<file path="src/rtl/mem_port_arbiter_pkg.sv">
`default_nettype none
// ============================================================================
// Module : mem_port_arbiter_pkg
// Purpose: Bus request/response types, size encodings and arbiter enums
//          shared by mem_port_arbiter and mem_arb_pick.
// Ports  : none (package)
// Revision: 1.0 - initial release
// ============================================================================
package mem_port_arbiter_pkg;

  // Access size encodings (log2 of the byte count).
  localparam logic [2:0] MSIZE1 = 3'b000;
  localparam logic [2:0] MSIZE2 = 3'b001;
  localparam logic [2:0] MSIZE4 = 3'b010;
  localparam logic [2:0] MSIZE8 = 3'b011;

  // Width of the starvation counter; covers STARVE_LIMIT up to 15.
  localparam int STARVE_CNT_W = 4;

  typedef struct packed {
    logic        valid;
    logic [63:0] addr;
  } ibus_req_t;

  typedef struct packed {
    logic        addr_ok;
    logic        data_ok;
    logic [31:0] data;
  } ibus_resp_t;

  typedef struct packed {
    logic        valid;
    logic [63:0] addr;
    logic [2:0]  size;
    logic [7:0]  strobe;
    logic [63:0] data;
  } dbus_req_t;

  typedef struct packed {
    logic        addr_ok;
    logic        data_ok;
    logic [63:0] data;
  } dbus_resp_t;

  typedef enum logic [1:0] {
    ARB_IDLE   = 2'd0,
    ARB_BUSY_I = 2'd1,
    ARB_BUSY_D = 2'd2
  } arb_state_t;

  typedef enum logic {
    OWN_I = 1'b0,
    OWN_D = 1'b1
  } arb_owner_t;

  // A fetch travels downstream as a 4-byte read with no write data.
  function automatic dbus_req_t ibus_to_dbus(input ibus_req_t r);
    dbus_req_t o;
    o        = '0;
    o.valid  = 1'b1;
    o.addr   = r.addr;
    o.size   = MSIZE4;
    o.strobe = 8'h00;
    o.data   = 64'h0;
    return o;
  endfunction

endpackage
`default_nettype wire

</file>
<file path="src/rtl/mem_arb_pick.sv">
`default_nettype none
// ============================================================================
// Module : mem_arb_pick
// Purpose: Combinational winner selection between fetch and memory stage.
//          Build option MEM_ARB_RR_EN selects round-robin; otherwise fixed
//          dbus priority with an ibus starvation guard.
// Ports  : ireq_valid  - fetch request pending
//          dreq_valid  - memory-stage request pending
//          starve_cnt  - consecutive dbus grants while fetch waited
//          last_win    - owner of the most recent grant
//          grant_i     - fetch wins this cycle
//          grant_d     - memory stage wins this cycle
//          starve_en   - 1 when the starvation counter is meaningful
// Revision: 1.0 - initial release
// ============================================================================
module mem_arb_pick
  import mem_port_arbiter_pkg::*;
#(
  parameter int STARVE_LIMIT = 4
) (
  input  logic                    ireq_valid,
  input  logic                    dreq_valid,
  input  logic [STARVE_CNT_W-1:0] starve_cnt,
  input  arb_owner_t              last_win,
  output logic                    grant_i,
  output logic                    grant_d,
  output logic                    starve_en
);

`ifdef MEM_ARB_RR_EN
  // Counter and limit have no role in round-robin mode.
  logic unused_rr;
  assign unused_rr = ^{starve_cnt, 4'(STARVE_LIMIT)};

  always_comb begin
    // On contention the side that did not win last time goes next.
    grant_d   = dreq_valid && (!ireq_valid || (last_win == OWN_I));
    grant_i   = ireq_valid && !grant_d;
    starve_en = 1'b0;
  end
`else
  localparam logic [STARVE_CNT_W-1:0] LIMIT = STARVE_CNT_W'(STARVE_LIMIT);

  logic unused_fixed;
  assign unused_fixed = (last_win == OWN_D);

  always_comb begin
    // dbus wins unless fetch has already lost LIMIT times in a row.
    grant_d   = dreq_valid && !(ireq_valid && (starve_cnt == LIMIT));
    grant_i   = ireq_valid && !grant_d;
    starve_en = 1'b1;
  end
`endif

endmodule
`default_nettype wire

</file>
<file path="src/rtl/mem_port_arbiter.sv">
`default_nettype none
// ============================================================================
// Module : mem_port_arbiter
// Purpose: Shares one downstream dbus-protocol memory port between the
//          instruction fetch (ibus) and the memory stage (dbus). One
//          transaction outstanding; one IDLE bubble between transactions.
//          Build option MEM_ARB_RR_EN switches to round-robin arbitration.
// Ports  : clk, reset - clock, synchronous active-high reset
//          ireq/iresp - fetch request / response
//          dreq/dresp - memory-stage request / response
//          oreq/oresp - downstream request (registered) / response
// Revision: 1.0 - initial release
// ============================================================================
module mem_port_arbiter
  import mem_port_arbiter_pkg::*;
#(
  parameter int STARVE_LIMIT = 4
) (
  input  logic       clk,
  input  logic       reset,
  input  ibus_req_t  ireq,
  output ibus_resp_t iresp,
  input  dbus_req_t  dreq,
  output dbus_resp_t dresp,
  output dbus_req_t  oreq,
  input  dbus_resp_t oresp
);

  localparam logic [STARVE_CNT_W-1:0] LIMIT = STARVE_CNT_W'(STARVE_LIMIT);

  arb_state_t              state_q,      state_d;
  dbus_req_t               lreq_q,       lreq_d;
  logic [STARVE_CNT_W-1:0] starve_cnt_q, starve_cnt_d;
  arb_owner_t              last_win_q,   last_win_d;

  logic grant_i;
  logic grant_d;
  logic starve_en;

  mem_arb_pick #(
    .STARVE_LIMIT (STARVE_LIMIT)
  ) u_pick (
    .ireq_valid (ireq.valid),
    .dreq_valid (dreq.valid),
    .starve_cnt (starve_cnt_q),
    .last_win   (last_win_q),
    .grant_i    (grant_i),
    .grant_d    (grant_d),
    .starve_en  (starve_en)
  );

  // Next-state, request latching and starvation bookkeeping.
  always_comb begin
    state_d      = state_q;
    lreq_d       = lreq_q;
    starve_cnt_d = starve_cnt_q;
    last_win_d   = last_win_q;

    case (state_q)
      ARB_IDLE: begin
        if (grant_d) begin
          state_d      = ARB_BUSY_D;
          lreq_d       = dreq;
          lreq_d.valid = 1'b1;
          last_win_d   = OWN_D;
          if (ireq.valid && (starve_cnt_q != LIMIT)) begin
            starve_cnt_d = starve_cnt_q + 1'b1;
          end
        end else if (grant_i) begin
          state_d      = ARB_BUSY_I;
          lreq_d       = ibus_to_dbus(ireq);
          last_win_d   = OWN_I;
          starve_cnt_d = '0;
        end
        if (!ireq.valid || !starve_en) begin
          starve_cnt_d = '0;
        end
      end
      ARB_BUSY_I, ARB_BUSY_D: begin
        // The downstream access cannot be aborted; always wait for data_ok.
        if (oresp.data_ok) begin
          state_d = ARB_IDLE;
          lreq_d  = '0;
        end
      end
      default: begin
        state_d = ARB_IDLE;
        lreq_d  = '0;
      end
    endcase
  end

  always_ff @(posedge clk) begin
    if (reset) begin
      state_q      <= ARB_IDLE;
      lreq_q       <= '0;
      starve_cnt_q <= '0;
      last_win_q   <= OWN_I;
    end else begin
      state_q      <= state_d;
      lreq_q       <= lreq_d;
      starve_cnt_q <= starve_cnt_d;
      last_win_q   <= last_win_d;
    end
  end

  assign oreq = lreq_q;

  // A requester that dropped valid or moved its address (e.g. a flush) is
  // no longer the owner; its response is swallowed.
  logic i_owner_ok;
  logic d_owner_ok;

  assign i_owner_ok = (state_q == ARB_BUSY_I) && ireq.valid &&
                      (ireq.addr == lreq_q.addr);
  assign d_owner_ok = (state_q == ARB_BUSY_D) && dreq.valid &&
                      (dreq.addr == lreq_q.addr);

  always_comb begin
    iresp = '0;
    dresp = '0;
    if (i_owner_ok) begin
      iresp.addr_ok = oresp.addr_ok;
      iresp.data_ok = oresp.data_ok;
      if (oresp.data_ok) begin
        iresp.data = lreq_q.addr[2] ? oresp.data[63:32] : oresp.data[31:0];
      end
    end
    if (d_owner_ok) begin
      dresp.addr_ok = oresp.addr_ok;
      dresp.data_ok = oresp.data_ok;
      if (oresp.data_ok) begin
        dresp.data = oresp.data;
      end
    end
  end

endmodule
`default_nettype wire

</file>
<file path="config.mk">
export PLATFORM = sky130hd
export DESIGN_NAME = mem_port_arbiter
export DESIGN_NICKNAME = d
export VERILOG_FILES = /design/src/rtl/mem_port_arbiter_pkg.sv /design/src/rtl/mem_arb_pick.sv /design/src/rtl/mem_port_arbiter.sv
export SDC_FILE = /design/constraint.sdc
export NUM_CORES = 1
export LEC_CHECK = 0
export CAP_MARGIN = 15
export CORE_AREA = 2 2 200 202
export CTS_CLUSTER_DIAMETER = 50
export DETAILED_ROUTE_END_ITERATION = 8
export DIE_AREA = 0 0 202 204
export HOLD_SLACK_MARGIN = 0.1
export PLACE_DENSITY_LB_ADDON = 0.08
export SYNTH_ARGS = -nofsm -noshare
export SYNTH_HDL_FRONTEND = slang
export SYNTH_HIERARCHICAL = 1
export SYNTH_SLANG_ARGS = --single-unit
</file>
<file path="constraint.sdc">
create_clock -name clk -period 4.4 [get_ports clk]
set_clock_uncertainty 0.1 [all_clocks]
set_input_delay 0.88 -clock clk [delete_from_list [all_inputs] [get_ports clk]]
set_output_delay 0.88 -clock clk [all_outputs]
set_load 0.005 [all_outputs]
</file>
# Word level (Yosys, flattened, before mapping)
# Cells that the tools add are included.
[op_classes]
addsub = 1
n_eq_ne = 10
muxes = 17
n_reduce_logical = 14
[ops]
columns = ["operator", "count"]
rows = [
  ["two-way mux 140 bit", 3],
  ["case mux 140 bit (2 select lines)", 1],
  ["equality test 64 bit", 2],
  ["two-way mux 66 bit", 1],
  ["two-way mux 32 bit", 2],
  ["two-way mux 64 bit", 1],
  ["two-way mux 34 bit", 1],
  ["two-way mux 4 bit", 4],
  ["logical AND 1 bit", 8],
  ["two-way mux 2 bit", 3],
  ["adder 4 x 1 -> 4 bit, second input constant", 1],
  ["equality test 4 x 3 -> 1 bit, second input constant", 1],
  ["!= test 4 x 3 -> 1 bit, second input constant", 1],
  ["case mux 2 bit (2 select lines)", 1],
  ["!= test 3 x 1 -> 1 bit, second input constant", 1],
  ["!= test 3 x 2 -> 1 bit, second input constant", 1],
  ["!= test 3 bit, second input constant", 1],
  ["AND reduction 3 bit", 1],
  ["equality test 2 x 1 -> 1 bit, second input constant", 1],
  ["equality test 2 bit, second input constant", 1],
  ["zero test 1 bit", 2],
  ["zero test 2 bit", 1],
  ["!= test 2 bit, second input constant", 1],
  ["AND reduction 2 bit", 1],
  ["OR reduction 2 bit", 1],
]
[word_totals]
ff_bits = 146
in_bits = 273
output_inout_bits = 240
wordCells = 49

# Longest topological paths before layout
# Gate-level depths: netlist (run 1).
[depth]
ltp_word = 9
depth_mapped = 10
mapped_depth_nobuf = 7

# Hierarchy
# Netlist (run 1), hierarchy kept.
[modules_own_cells]
columns = ["mod", "instances", "cells_per_inst", "area_per_inst_um2"]
rows = [
  ["mem_port_arbiter", 1, 1059, 8958.6],
  ["mem_arb_pick", 1, 6, 51.3],
]

# Least setup slack after synthesis (run 1)
# OpenSTA, ideal clock, no wires.
[synth_timing]
path_kind = "input port to output port"
start = "input dreq[94] in the netlist's numbering"
end = "output dresp[56] in the netlist's numbering"
arrival_ps = 2267
t_required_ps = 3420
setup_slack_ps = 1153
stages = 7
path_buffers = 2
cell_sequence = "xor2_1 -> a221o_1 -> nor4_1 -> and4_1 -> buf_2 -> clkbuf_1 -> and4_1"
[synth_rtl]
columns = ["item", "line_no", "rtl"]
rows = [
  ["from (decl)", "mem_port_arbiter.sv:23", "input dbus_req_t dreq,"],
  ["to (decl)", "mem_port_arbiter.sv:24", "output dbus_resp_t dresp,"],
]

==> results of run 1 <==
## placed cells by master, fill, tap and decap left out, drive strengths merged, types with 2 or more instances in the layout
cell type,count
a2111oi,3
nor2,139
clkdlybuf4s50,421
nand3,21
bufinv,7
and3,70
a22o,2
ha,5
dlymetal6s2s,24
diode,3
a21oi,50
o22ai,9
nand2,29
a31oi,8
buf,64
dlygate4sd2,56
a22oi,74
a222oi,13
inv,31
o21a,2
clkinv,2
xor2,45
nand2b,12
mux2,79
o21ai,7
xnor2,56
nor2b,11
and4,98
nor4,17
dfxtp,146
o2111ai,3
clkbuf,34
o211ai,3
nand4,16
## critical path, stage by stage
cell and delay [ns]:
clkdlybuf4s50_1 0.41, nor2b_1 0.17, a2111oi_4 0.30, buf_4 0.17, nand4_1 0.18, nor4_4 0.31, buf_6 0.17, buf_6 0.11
buf_16 0.13, and4_1 0.18, clkdlybuf4s50_1 0.49
## routing by layer
metal / GRT usage, % / vias up
met4: 6.83 / 0
met5: 0 / -
li1: - / 4864
met3: 6.52 / 41
met2: 35.9 / 377
met1: 27.8 / 4944
## power by group through the flow
| stage | Sequential, uW | Combinational (uW) | Clock, uW |
|---|---|---|---|
| finish | 1540 | 1340 | 1780 |
| global route | 1560 | 1440 | 1890 |
| CTS | 1540 | 1340 | 1830 |
| detailed placement | 1570 | 1330 | 0 |
| global placement | 1570 | 1330 | 0 |
| floorplan | 1560 | 549 | 0 |
## area by class of cell
cell class / instances / area, um2
Antenna cell: 3 / 7.51
Clock inverter: 10 / 228
Sequential cell: 146 / 2920
Clock buffer: 22 / 464
Inverter: 31 / 116
Timing Repair Buffer: 577 / 5820
Fill cell: 3910 / 23300
Multi-Input combinational cell: 781 / 5680
Tap cell: 525 / 657
## worst paths after layout
kind,start,end
setup / recovery,dreq[98],dresp[29]
hold reg to reg,oreq[73],oreq[73]
hold / removal,oreq[73],oreq[73]
setup reg to reg,state_q[0],oreq[115]
## stage by stage
step                      util, %  hold WS, ns  TNS (ns)  power (uW)
after floorplan                 -        0.348         0        2110
after global placement       38.0        0.347    -17.34        2890
after detailed placement     38.0        0.359    -16.36        2890
after CTS                    39.9        0.368     -2.44        4710
after global routing         40.6        0.417     -1.03        4890
final                        40.6        0.368    -0.421        4660
## state kept, by name, indices dropped and copies added (netlist names)
register	flops
oreq	140
starve_cnt_q	4
state_q	2
## what timing repair did
action	4_1_cts	5_1_grt
endpoints found under the setup margin	100	85
gates cloned	3	3
pin swaps	5	8
resized for setup	75	64
setup buffers	3	4
==> results.md, run 1 <==
* Worst endpoint required time at 3.42 ns
* Count of input and output buffers at 512
* DR DRC count at 0
* Setup CP Type: in2out
* Total die area at 0.0412 mm2
* Peak VDD IR at 0.344 mV
* Final Max Slew Viols at 0
* Clock share of power at 38.2%
* Endpoints failing hold at 0
* Bufs on Longest Clock Path at 2
* Crit path DAT at 3.51 ns
* Unrepaired setup endpoints after global routing: yes
* Vias at 10200
* Outcome: finished, violations left
* Minimum clock period at 4.49 ns
* Worst R2R Setup Slack at 1.83 ns
* Initial Util at 22.9%
* Detailed Place HPWL at 34300 um
* Post-Place Cells at 2047
* Total net switching power at 1360 uW
* Hold Crit Class: reg2reg
* CTS tree: built
* Max-cap violations at 0
* CP endpoint kind: primary output
* Overflow after GRT at 0
* Hold_buf cts at 0
* CTS root buf: clkbuf_16
* Final Wtd Congestion at 0.805
* Pwr dens at 293 mW/mm2
* Design area at 0.0159 mm2
* Post-Layout Cell Count at 2095
* Final worst slack at -0.0893 ns
* Tightest Pin Transition at 0.718 ns
* Post-Syn Instances at 1061
* Layout cell share with drive strength beyond 1 at 13.7%
* Core area at 0.0392 mm2
* Gate power share at 28.7%
* Final WL at 47500 um
* Number of global-route vias before repair at 10100
* Num CTS Buffers at 17
* Clk sinks at 146
* Initial antenna violation count at 3
* Max Clk Rate at 0.223 GHz
* Dpl ws at -0.311 ns
* Post-Place Cell Area at 0.0149 mm2
* Clk pin slew, worst setup/hold paths at 0.06 ns
* Via density at 4.88
* Metal2 WL at 22600 um
* Leakage at 0.00673 uW
* First drt pass iteration count at 6
* Syn nets at 1339
* Gr usage total at 22.0%
* Skew-Pair Late Insertion Delay at 0.45 ns
* H-tree depth at 4
* Syn_area_per_cell at 8.46 um2
* Top sig layer: met4
* First-pass GRT wire length at 67800 um
* Die height at 204 um
* M1 wire length at 20400 um
* Area growth syn-to-layout at 77.2%
* DRT antenna net count at 0
* Crit-path max FO at 16
* Num ports at 513
* # setup viols final at 5
* Die Wd at 202 um
* Violated checks: negative setup slack
* Ratio of final minimum period to clock period at 102%
* Seq pwr share at 33.1%
* Sw frac at 29.2%
* Largest net degree at the start of global routing at 85
* Worst R2R Path Depth at 8
* Synthesized cell area at 0.00897 mm2
* Row Count at 73
* Worst hold path depth at 2
* Avg WL per Cell at 22.7 um
* Met3 wire length at 3400 um
* Detailed Route Iter0 Violations at 583
* Max-slew headroom at 52.1%
* Startpoint type of the worst setup path: primary input
* Nets at 1832
* Internal Pwr Total at 3300 uW
* Synthesis Warnings at 6
Note: power is estimated with default switching activity, not from simulation.
==> inputs of run 2 (changes only) <==
HOLD_SLACK_MARGIN = default   (was 0.1)
==> results of run 2 <==
No change in the layout: final DEF, timing and power equal those of run 1.
